[src/rtl/soc_boot_pkg.sv]
// Shared types and constants for the SoC boot/reset sequencer.
package soc_boot_pkg;

  typedef enum logic [1:0] {HOLD, RUN, RESTART} boot_state_e;

  localparam int RESTART_COUNT_W    = 4;
  localparam int DEF_HOLD_CYCLES    = 127;
  localparam int DEF_RESTART_CYCLES = 16;
  localparam int DEF_WDT_CYCLES     = 1048576;

  function automatic logic [RESTART_COUNT_W-1:0] sat_inc(input logic [RESTART_COUNT_W-1:0] v);
    return (&v) ? v : v + 1'b1;
  endfunction

endpackage

[src/rtl/soc_boot_controller_if.sv]
// Restart/heartbeat handshake between the top-level wrapper and the boot sequencer.
interface soc_boot_controller_if;
  import soc_boot_pkg::*;

  logic                       RestartReq;
  logic                       Heartbeat;
  logic                       CoreReset;
  logic                       Running;
  logic                       RestartAck;
  logic                       WdtTrip;
  logic [RESTART_COUNT_W-1:0] RestartCount;

  modport master (
    output RestartReq, Heartbeat,
    input  CoreReset, Running, RestartAck, WdtTrip, RestartCount
  );

  modport slave (
    input  RestartReq, Heartbeat,
    output CoreReset, Running, RestartAck, WdtTrip, RestartCount
  );

endinterface

[src/rtl/soc_boot_watchdog.sv]
// Heartbeat watchdog: any Heartbeat toggle restarts the timeout; expire is raised
// on the edge where the count would reach WDT_CYCLES-1 without a toggle.
module soc_boot_watchdog
  import soc_boot_pkg::*;
#(
  parameter int WDT_CYCLES = DEF_WDT_CYCLES
) (
  input  logic Clock,
  input  logic Reset,
  input  logic active,
  input  logic heartbeat,
  output logic expire
);

  localparam int             WW     = $clog2(WDT_CYCLES);
  localparam logic [WW-1:0]  EXP_AT = WW'(WDT_CYCLES - 2);

  logic          hb_q;
  logic [WW-1:0] cnt;
  logic          toggle;

  assign toggle = heartbeat ^ hb_q;
  // Comparing the pre-increment value keeps the trip on the same edge the count hits WDT_CYCLES-1.
  assign expire = active && !toggle && (cnt == EXP_AT);

  // hb_q tracks Heartbeat continuously, so it is freshly captured on the RUN entry edge.
  always_ff @(posedge Clock or posedge Reset) begin
    if (Reset) begin
      hb_q <= 1'b0;
      cnt  <= '0;
    end else begin
      hb_q <= heartbeat;
      if (!active || toggle) cnt <= '0;
      else                   cnt <= cnt + 1'b1;
    end
  end

endmodule

[src/rtl/soc_boot_controller.sv]
// Core reset sequencer: HOLD after board reset, RUN, timed RESTART on request.
// Optional heartbeat watchdog compiled in with SOC_BOOT_CTRL_WATCHDOG_EN.
module soc_boot_controller
  import soc_boot_pkg::*;
#(
  parameter int HOLD_CYCLES    = DEF_HOLD_CYCLES,
  parameter int RESTART_CYCLES = DEF_RESTART_CYCLES,
  parameter int WDT_CYCLES     = DEF_WDT_CYCLES
) (
  input  logic                 Clock,
  input  logic                 Reset,
  soc_boot_controller_if.slave bus
);

  localparam int             CNT_MAX  = (HOLD_CYCLES > RESTART_CYCLES) ? HOLD_CYCLES : RESTART_CYCLES;
  localparam int             CW       = (CNT_MAX > 1) ? $clog2(CNT_MAX) : 1;
  localparam logic [CW-1:0]  HOLD_END = CW'(HOLD_CYCLES - 1);
  localparam logic [CW-1:0]  RST_END  = CW'(RESTART_CYCLES - 1);

  boot_state_e                state;
  logic [CW-1:0]              cnt;
  logic                       core_rst_q, running_q, ack_q, trip_q;
  logic [RESTART_COUNT_W-1:0] rcount_q;
  logic                       in_run, wdt_expire, accept;

  assign in_run = (state == RUN);

`ifdef SOC_BOOT_CTRL_WATCHDOG_EN
  soc_boot_watchdog #(.WDT_CYCLES(WDT_CYCLES)) u_wdt (
    .Clock     (Clock),
    .Reset     (Reset),
    .active    (in_run),
    .heartbeat (bus.Heartbeat),
    .expire    (wdt_expire)
  );
`else
  localparam int unused_wdt_cycles = WDT_CYCLES;
  logic unused_heartbeat;
  assign unused_heartbeat = bus.Heartbeat;
  assign wdt_expire       = 1'b0;
`endif

  // Request and watchdog expiry merge into a single trigger, so a coincidence counts once.
  assign accept = in_run && (bus.RestartReq || wdt_expire);

  always_ff @(posedge Clock or posedge Reset) begin
    if (Reset) begin
      state      <= HOLD;
      cnt        <= '0;
      core_rst_q <= 1'b1;
      running_q  <= 1'b0;
      ack_q      <= 1'b0;
      trip_q     <= 1'b0;
      rcount_q   <= '0;
    end else begin
      ack_q  <= 1'b0;
      trip_q <= 1'b0;
      case (state)
        HOLD, RESTART: begin
          if (cnt == ((state == HOLD) ? HOLD_END : RST_END)) begin
            state      <= RUN;
            cnt        <= '0;
            core_rst_q <= 1'b0;
            running_q  <= 1'b1;
          end else begin
            cnt <= cnt + 1'b1;
          end
        end
        RUN: begin
          if (accept) begin
            state      <= RESTART;
            cnt        <= '0;
            core_rst_q <= 1'b1;
            running_q  <= 1'b0;
            ack_q      <= 1'b1;
            trip_q     <= wdt_expire;
            rcount_q   <= sat_inc(rcount_q);
          end
        end
        default: begin
          state      <= HOLD;
          cnt        <= '0;
          core_rst_q <= 1'b1;
          running_q  <= 1'b0;
        end
      endcase
    end
  end

  assign bus.CoreReset    = core_rst_q;
  assign bus.Running      = running_q;
  assign bus.RestartAck   = ack_q;
  assign bus.WdtTrip      = trip_q;
  assign bus.RestartCount = rcount_q;

endmodule

[src/flat_wrapper.sv]
// flat-port wrapper written by rule: the top's interface ports become plain ports
module soc_boot_controller_flat import soc_boot_pkg::*;
#(
  parameter int HOLD_CYCLES    = DEF_HOLD_CYCLES,
  parameter int RESTART_CYCLES = DEF_RESTART_CYCLES,
  parameter int WDT_CYCLES     = DEF_WDT_CYCLES
)
  (Clock, Reset, bus_RestartReq, bus_Heartbeat, bus_CoreReset, bus_Running, bus_RestartAck, bus_WdtTrip, bus_RestartCount);
  soc_boot_controller_if bus_i ();
  input  logic Clock;
  input  logic Reset;
  input wire logic [$bits(bus_i.RestartReq)-1:0] bus_RestartReq;
  input wire logic [$bits(bus_i.Heartbeat)-1:0] bus_Heartbeat;
  output wire logic [$bits(bus_i.CoreReset)-1:0] bus_CoreReset;
  output wire logic [$bits(bus_i.Running)-1:0] bus_Running;
  output wire logic [$bits(bus_i.RestartAck)-1:0] bus_RestartAck;
  output wire logic [$bits(bus_i.WdtTrip)-1:0] bus_WdtTrip;
  output wire logic [$bits(bus_i.RestartCount)-1:0] bus_RestartCount;
  assign bus_i.RestartReq = bus_RestartReq;
  assign bus_i.Heartbeat = bus_Heartbeat;
  assign bus_CoreReset = bus_i.CoreReset;
  assign bus_Running = bus_i.Running;
  assign bus_RestartAck = bus_i.RestartAck;
  assign bus_WdtTrip = bus_i.WdtTrip;
  assign bus_RestartCount = bus_i.RestartCount;
  soc_boot_controller #(.HOLD_CYCLES(HOLD_CYCLES), .RESTART_CYCLES(RESTART_CYCLES), .WDT_CYCLES(WDT_CYCLES)) u_core (.Clock(Clock), .Reset(Reset), .bus(bus_i));
endmodule
[config.mk]
export PLATFORM = sky130hd
export DESIGN_NAME = soc_boot_controller_flat
export DESIGN_NICKNAME = d
export VERILOG_FILES = /design/src/rtl/soc_boot_pkg.sv /design/src/rtl/soc_boot_controller_if.sv /design/src/rtl/soc_boot_watchdog.sv /design/src/rtl/soc_boot_controller.sv /design/src/flat_wrapper.sv
export SDC_FILE = /design/constraint.sdc
export NUM_CORES = 1
export LEC_CHECK = 0
export ABC_AREA = 1
export CELL_PAD_IN_SITES_DETAIL_PLACEMENT = 2
export CELL_PAD_IN_SITES_GLOBAL_PLACEMENT = 2
export CORE_UTILIZATION = 30
export CTS_CLUSTER_DIAMETER = 30
export DETAILED_ROUTE_END_ITERATION = 12
export PLACE_DENSITY = 0.76
export SLEW_MARGIN = 5
export SYNTH_ARGS = -nofsm -noshare
export SYNTH_HDL_FRONTEND = slang
export SYNTH_SLANG_ARGS = --single-unit
[constraint.sdc]
create_clock -name Clock -period 1.25 [get_ports Clock]
set_input_delay 0.25 -clock Clock [delete_from_list [all_inputs] [get_ports Clock]]
set_output_delay 0.25 -clock Clock [all_outputs]
set_load 0.02 [all_outputs]
==> flow_summary_export.csv, run 1 <==
group,metric,value,unit
floorplanning,initial_core_util,0.333,
worst_setup_path,cp_slowest_cell,"dfrtp_1",
floorplanning,row_count,17,
worst_setup_path,timing.critical_path.buf_inv,2,
cts,clk_latency,0.30,ns
cts,cts.sinks,15,
global_route,antenna_found_initial,0,
global_route,grt_pass1_vias,794,
cts,path_clk_slew,0.10,ns
worst_setup_path,crit_type,"flop to flop",
logic_synthesis,yosys-top-cells-area,"dfrtp_1, nand2_1, inv_1",
route,drt_iter0_markers,6,
logic_synthesis,synth.cell_area,764,um2
power_and_ir_drop,peakVddDrop,0.486,mV
power_and_ir_drop,intPower,0.622,mW
global_route,gr-total-overflow,0,
place,dp_hpwl,1.57,mm
cts,clockBufferDepth,2,
floorplanning,dieArea,2750,um2
worst_setup_path,required,1.47,ns
run,maxCapViolCount,0,
power_and_ir_drop,power_density,713,nW/um2
global_route,grt_pass1_wl,3.80,mm
global_route,track_usage,0.201,
power_and_ir_drop,p_clk_frac,0.371,
route,ant_nets,0,
sta,fin_crit_sh,1.03,
cts,clock-root-buffer,"clkbuf_4",
sta,timing.fmax,0.774,GHz
power_and_ir_drop,switching_share,0.240,
worst_setup_path,timing.rr.start,"u_core.state[1]$_DFFE_PP0P_",
logic_synthesis,seq_area_frac_synth,0.493,
logic_synthesis,synth_top_area_share,0.458,
run_status,violations,"negative setup slack",
finish,nets,129,
logic_synthesis,syn-num-nets,94,
logic_synthesis,synth.most_common_cell,"nand2_1",
worst_setup_path,cp.arrival,1.52,ns
place,port_buffers,9,
worst_setup_path,critical-path-top-delay-family,"flip-flops",
finish,finalNonFillerCells,150,
power_and_ir_drop,seqPwrFrac,0.593,
sta,setup_viol,8,
place,gp_congestion,0.745,
cts,cts_max_level,1,
worst_setup_path,reg2reg_depth,5,
power_and_ir_drop,switchingPower,0.196,mW
sta,fin_crit,1.29,ns
place,post_dp_cell_area,1010,um2
worst_setup_path,crit_fanout,4,
route,vias,689,
logic_synthesis,synth_cells,88,
worst_setup_path,cp-end-kind,"flop",
finish,nFillCells,251,
sta,rsz0062_at_grt,"true",
sta,setup_tns,-0.148,ns
cts,cts_tree,"done",
route,drtPass1Iterations,5,
run_status,status,"complete, but fails checks",
worst_setup_path,crit_path_start_kind,"flop",
floorplanning,coreArea,2300,um2
logic_synthesis,yosysTopAreaCell,"dfrtp_1",
logic_synthesis,synthFlopType,"dfrtp_1",
route,wl_per_cell,16.1,um
logic_synthesis,synth_edf_count,0,
power_and_ir_drop,p_leak,0.584,nW
worst_setup_path,path_cells,"buf_6, nor3_4, buf_4, nand2_2, a22oi_1",
route,route.detailed.drc,0,
logic_synthesis,yosys_warnings,0,
finish,n_antenna_cell,0,
floorplanning,dieWidth,52.5,um
worst_setup_path,rr_endpoint,"u_core.bus.RestartCount[2]$_DFFE_PP0P_",
logic_synthesis,yosysUniqueCellTypes,21,
logic_synthesis,synth_async_sr_flop_share,1.00,
worst_setup_path,critPathLaunch,"u_core.state[1]$_DFFE_PP0P_",
floorplanning,die_h,52.5,um
finish,drive_above_1_share,0.467,
worst_setup_path,r2r_slack,-0.04,ns
finish,fin_area,1150,um2
worst_setup_path,cp_slowest_stage_delay,0.44,ns
place,dp_cells,139,
worst_hold_path,hp-class,"input pin to async pin",
sta,fin_ws,-0.0422,ns
logic_synthesis,synth_area_per_cell,8.69,um2
sta,finalMaxSlewViolations,0,
logic_synthesis,ys_top_cells_by_count,"nand2_1, dfrtp_1, inv_1",
floorplanning,num_io_pins,12,
finish,syn_to_final_growth,49.9,%
sta,hold_viol,0,
route,viasPerCell,4.59,
global_route,grt_max_degree,12,
power_and_ir_drop,comb_power_share,0.036,
cts,cts_buffers,3,
sta,finClkSkew,0.00159,ns
route,drt_wl_total,2.42,mm
logic_synthesis,synth-seq-cells,15,
==> layout by cell type (no fill, tap or decap), types with 3 or more instances in the layout <==
cell type  count
clkbuf_4       3
inv_1         11
buf_6          5
nand3_1        5
nor2_2         5
buf_4         18
nand2_2        7
nor2_1         6
nand2_1       14
xor2_1         5
dfrtp_1       13
==> per-layer routing <==
| metal | wire [um] | up-vias | track usage |
|---|---|---|---|
| li1 | - | 334 | - |
| met4 | 34 | 0 | 0.0658 |
| met3 | 66 | 2 | 0.0348 |
| met5 | 0 | - | 0 |
| met1 | 1040 | 343 | 0.233 |
| met2 | 1270 | 10 | 0.367 |
==> cell type report <==
type                       instances  area (um2)  share of cell area
inverter                          14        57.6              0.0502
clock buffer                       4        26.3              0.0229
multi-input combinational         58         389               0.340
timing repair buffer              31         260               0.227
tap                               28        35.0              0.0306
sequential                        15         378               0.330
==> worst max path at each step <==
stage	to	slack [ns]	cells after the start
2_1_floorplan	u_core.bus.RestartCount[3]$_DFFE_PP0P_	0.01	7
3_3_place_gp	u_core.cnt[5]$_DFFE_PP0P_	-0.21	9
3_5_place_dp	u_core.cnt[5]$_DFFE_PP0P_	-0.33	9
4_1_cts	u_core.bus.RestartCount[3]$_DFFE_PP0P_	-0.02	5
5_1_grt	u_core.cnt[3]$_DFFE_PP0P_	-0.13	8
6_report	u_core.bus.RestartCount[2]$_DFFE_PP0P_	-0.04	5
==> cells by family after synthesis <==
kind of cell	synth area share
adder cells (fa/ha/maj)	0.0327
multiplexers	0.0262
XOR/XNOR	0.0687
AO/OA/AOI/OAI	0.0262
flip-flops	0.493
buffers and inverters	0.0786
AND/OR/NAND/NOR	0.270
other	0.00491
==> per-stage QoR <==
stage | power (mW) | util | setup WS, ns | hold WS, ns
4_1_cts | 0.826 | 0.478 | -0.0161 | 0.157
5_1_grt | 0.842 | 0.499 | -0.127 | 0.188
3_5_place_dp | 0.524 | 0.439 | -0.326 | 0.463
3_3_place_gp | 0.524 | 0.439 | -0.213 | 0.452
2_1_floorplan | 0.509 | - | 0.0117 | 0.151
6_report | 0.818 | 0.499 | -0.0422 | 0.162
==> flip-flops by register name, indices dropped and copies added (netlist names) <==
signal                   count
u_core.bus.CoreReset         1
u_core.bus.RestartAck        1
u_core.bus.RestartCount      4
u_core.bus.Running           1
u_core.cnt                   7
u_core.state                 1
==> what timing repair did <==
item / CTS / global route
hold buffers: 0 / 0
setup buffers: 5 / 2
pin swaps: 10 / 9
endpoints found under the setup margin: 18 / 17
resized for setup: 37 / 18
==> power groups by stage <==
| stage | logic (mW) | clock network (mW) | registers, mW |
|---|---|---|---|
| 2_1_floorplan | 0.0150 | 0 | 0.494 |
| 3_3_place_gp | 0.0298 | 0 | 0.494 |
| 3_5_place_dp | 0.0300 | 0 | 0.494 |
| 4_1_cts | 0.0301 | 0.311 | 0.485 |
| 5_1_grt | 0.0326 | 0.324 | 0.485 |
| 6_report | 0.0295 | 0.303 | 0.485 |
==> worst reg2reg max path: cells and delay by family, from the launching register on <==
| kind | cells | cell delay, ns |
|---|---|---|
| simple gates | 2 | 0.31 |
| buf+inv | 2 | 0.30 |
| compound gates | 1 | 0.15 |
| flops | 1 | 0.44 |
Power figures use the tool's default switching activity.
==> inputs of run 2 (changes only) <==
Settings changed: CTS_CLUSTER_DIAMETER 30 to 40.
==> results of run 2 <==
The final DEF is identical to that of run 1; final timing and power are the same.
==> inputs of run 3 (changes only) <==
Settings changed: CTS_BUF_LIST set to sky130_fd_sc_hd__clkbuf_8 sky130_fd_sc_hd__clkbuf_16.
==> flow_summary_export.csv, run 3 (synthesis results as in run 1) <==
group,metric,value,unit
finish,n_antenna_cell,0,
floorplanning,row_count,17,
route,viasPerCell,4.58,
finish,largest_register_ffs,7,
run,maxCapViolCount,0,
finish,final_cell_mix,"buf_4, nand2_1, dfrtp_1",
route,wl_per_cell,16.2,um
floorplanning,dieWidth,52.5,um
worst_setup_path,crit_path_start_kind,"flop",
route,ant_nets,0,
sta,finalMaxSlewViolations,0,
place,dp_cells,139,
finish,finish.utilization,0.504,
global_route,gr-total-overflow,0,
place,port_buffers,9,
worst_setup_path,cp-end-kind,"flop",
power_and_ir_drop,switching_share,0.222,
floorplanning,num_io_pins,12,
finish,final_common_cell,"buf_4",
worst_setup_path,cp.arrival,1.45,ns
sta,hold_viol,0,
worst_setup_path,required,1.43,ns
route,drt_iter0_markers,5,
power_and_ir_drop,seqPwrFrac,0.527,
worst_setup_path,timing.rr.start,"u_core.state[1]$_DFFE_PP0P_",
finish,regMostFlops,"u_core.cnt",
power_and_ir_drop,p_leak,0.573,nW
run_status,violations,"negative setup slack",
worst_hold_path,hp-class,"input pin to async pin",
power_and_ir_drop,p_clk_frac,0.441,
sta,fin_crit,1.27,ns
place,dp_hpwl,1.57,mm
cts,clock-root-buffer,"clkbuf_8",
worst_setup_path,rr_endpoint,"u_core.bus.RestartCount[3]$_DFFE_PP0P_",
sta,rsz0062_at_grt,"true",
global_route,grt_max_degree,12,
route,route.detailed.drc,0,
route,vias,678,
global_route,grt_pass1_wl,3.99,mm
sta,setup_viol,9,
route,drt_wl_total,2.40,mm
worst_setup_path,crit_fanout,4,
cts,clockBufferDepth,2,
global_route,track_usage,0.214,
worst_setup_path,reg2reg_depth,5,
global_route,use_met2,0.346,
floorplanning,coreArea,2300,um2
global_route,grt_pass1_vias,796,
power_and_ir_drop,peakVddDrop,0.697,mV
finish,drive_above_1_share,0.425,
sta,fin_crit_sh,1.02,
cts,cts_buffers,3,
global_route,antenna_found_initial,0,
finish,finalNonFillerCells,148,
run_status,status,"complete, but fails checks",
floorplanning,initial_core_util,0.333,
cts,cts-hold-fix-buffers,0,
power_and_ir_drop,intPower,0.716,mW
finish,syn_to_final_growth,51.4,%
cts,cts.sinks,15,
global_route,grt-busiest-layer,"met2",
cts,path_clk_slew,0.06,ns
route,drtPass1Iterations,4,
place,gp_congestion,0.745,
finish,nets,127,
worst_setup_path,r2r_slack,-0.02,ns
sta,fin_ws,-0.0239,ns
worst_setup_path,crit_type,"flop to flop",
power_and_ir_drop,comb_power_share,0.032,
cts,clk_latency,0.26,ns
global_route,use_met1,0.268,
cts,cts_max_level,1,
sta,timing.fmax,0.785,GHz
power_and_ir_drop,power_density,796,nW/um2
cts,cts_tree,"done",
floorplanning,die_h,52.5,um
sta,finClkSkew,0.00121,ns
power_and_ir_drop,switchingPower,0.204,mW
global_route,use_met3,0.0609,
floorplanning,dieArea,2750,um2
run 3: cell count changes in the layout (fill, tap and decap cells not counted), sizes merged:
cell / change
dlygate4sd2: +2
clkdlybuf4s15: +1
buf: -5
inv: +1
clkbuf: -1
run 3: worst max path at each step:
stage	start	end	slack, ns	depth (start not counted)
detailed placement	bus_RestartReq	u_core.cnt[5]$_DFFE_PP0P_	-0.33	9
global placement	bus_RestartReq	u_core.cnt[5]$_DFFE_PP0P_	-0.21	9
global route	u_core.state[1]$_DFFE_PP0P_	u_core.cnt[3]$_DFFE_PP0P_	-0.13	8
floorplan	u_core.bus.RestartCount[1]$_DFFE_PP0P_	u_core.bus.RestartCount[3]$_DFFE_PP0P_	0.01	7
finish	u_core.state[1]$_DFFE_PP0P_	u_core.bus.RestartCount[3]$_DFFE_PP0P_	-0.02	5
CTS	u_core.bus.Running$_DFFE_PP0P_	u_core.bus.RestartCount[3]$_DFFE_PP0P_	-0.03	6
run 3: power by group through the flow:
stage          clock (mW)  combinational, mW  sequential [mW]
2_1_floorplan           0             0.0150            0.494
3_3_place_gp            0             0.0298            0.494
3_5_place_dp            0             0.0300            0.494
4_1_cts             0.409             0.0300            0.486
5_1_grt             0.430             0.0333            0.485
6_report            0.406             0.0295            0.486
run 3: layout make-up:
class	instances	area, um2
inverter	14	60.1
timing repair buffer	29	241
sequential	15	379
multi-input combinational	58	397
clock buffer	3	41.3
clock inverter	1	3.75
fill	253	1140
tap	28	35.0
run 3: metal layers:
metal | part of all wire | vias to the layer above
li1 | - | 329
met1 | 0.47 | 336
met2 | 0.49 | 8
met3 | 0.025 | 5
met4 | 0.018 | 0
met5 | 0 | -
run 3: worst max-delay path, stage by stage (launching register included):
cell and delay (ns):
dfrtp_2 0.44, buf_6 0.13, nor3_4 0.23, nand2_2 0.14, nor2_2 0.11, xor2_1 0.15
run 3: what timing repair did:
| item | 4_1_cts | 5_1_grt |
|---|---|---|
| endpoints found under the setup margin | 17 | 15 |
| resized for setup | 30 | 14 |
| pin swaps | 12 | 9 |
| setup buffers | 4 | 2 |
run 3: stage by stage:
| step | setup TNS [ns] | worst slack [ns] | hold WS, ns | power [mW] | cell area, um2 |
|---|---|---|---|---|---|
| 5_1_grt | -1.36 | -0.125 | 0.233 | 0.948 | 1160 |
| 2_1_floorplan | 0 | 0.0117 | 0.151 | 0.509 | 766 |
| 4_1_cts | -0.0434 | -0.0314 | 0.218 | 0.925 | 1120 |
| 3_3_place_gp | -1.61 | -0.213 | 0.452 | 0.524 | 1010 |
| 6_report | -0.0840 | -0.0239 | 0.203 | 0.921 | 1160 |
| 3_5_place_dp | -2.58 | -0.326 | 0.463 | 0.524 | 1010 |
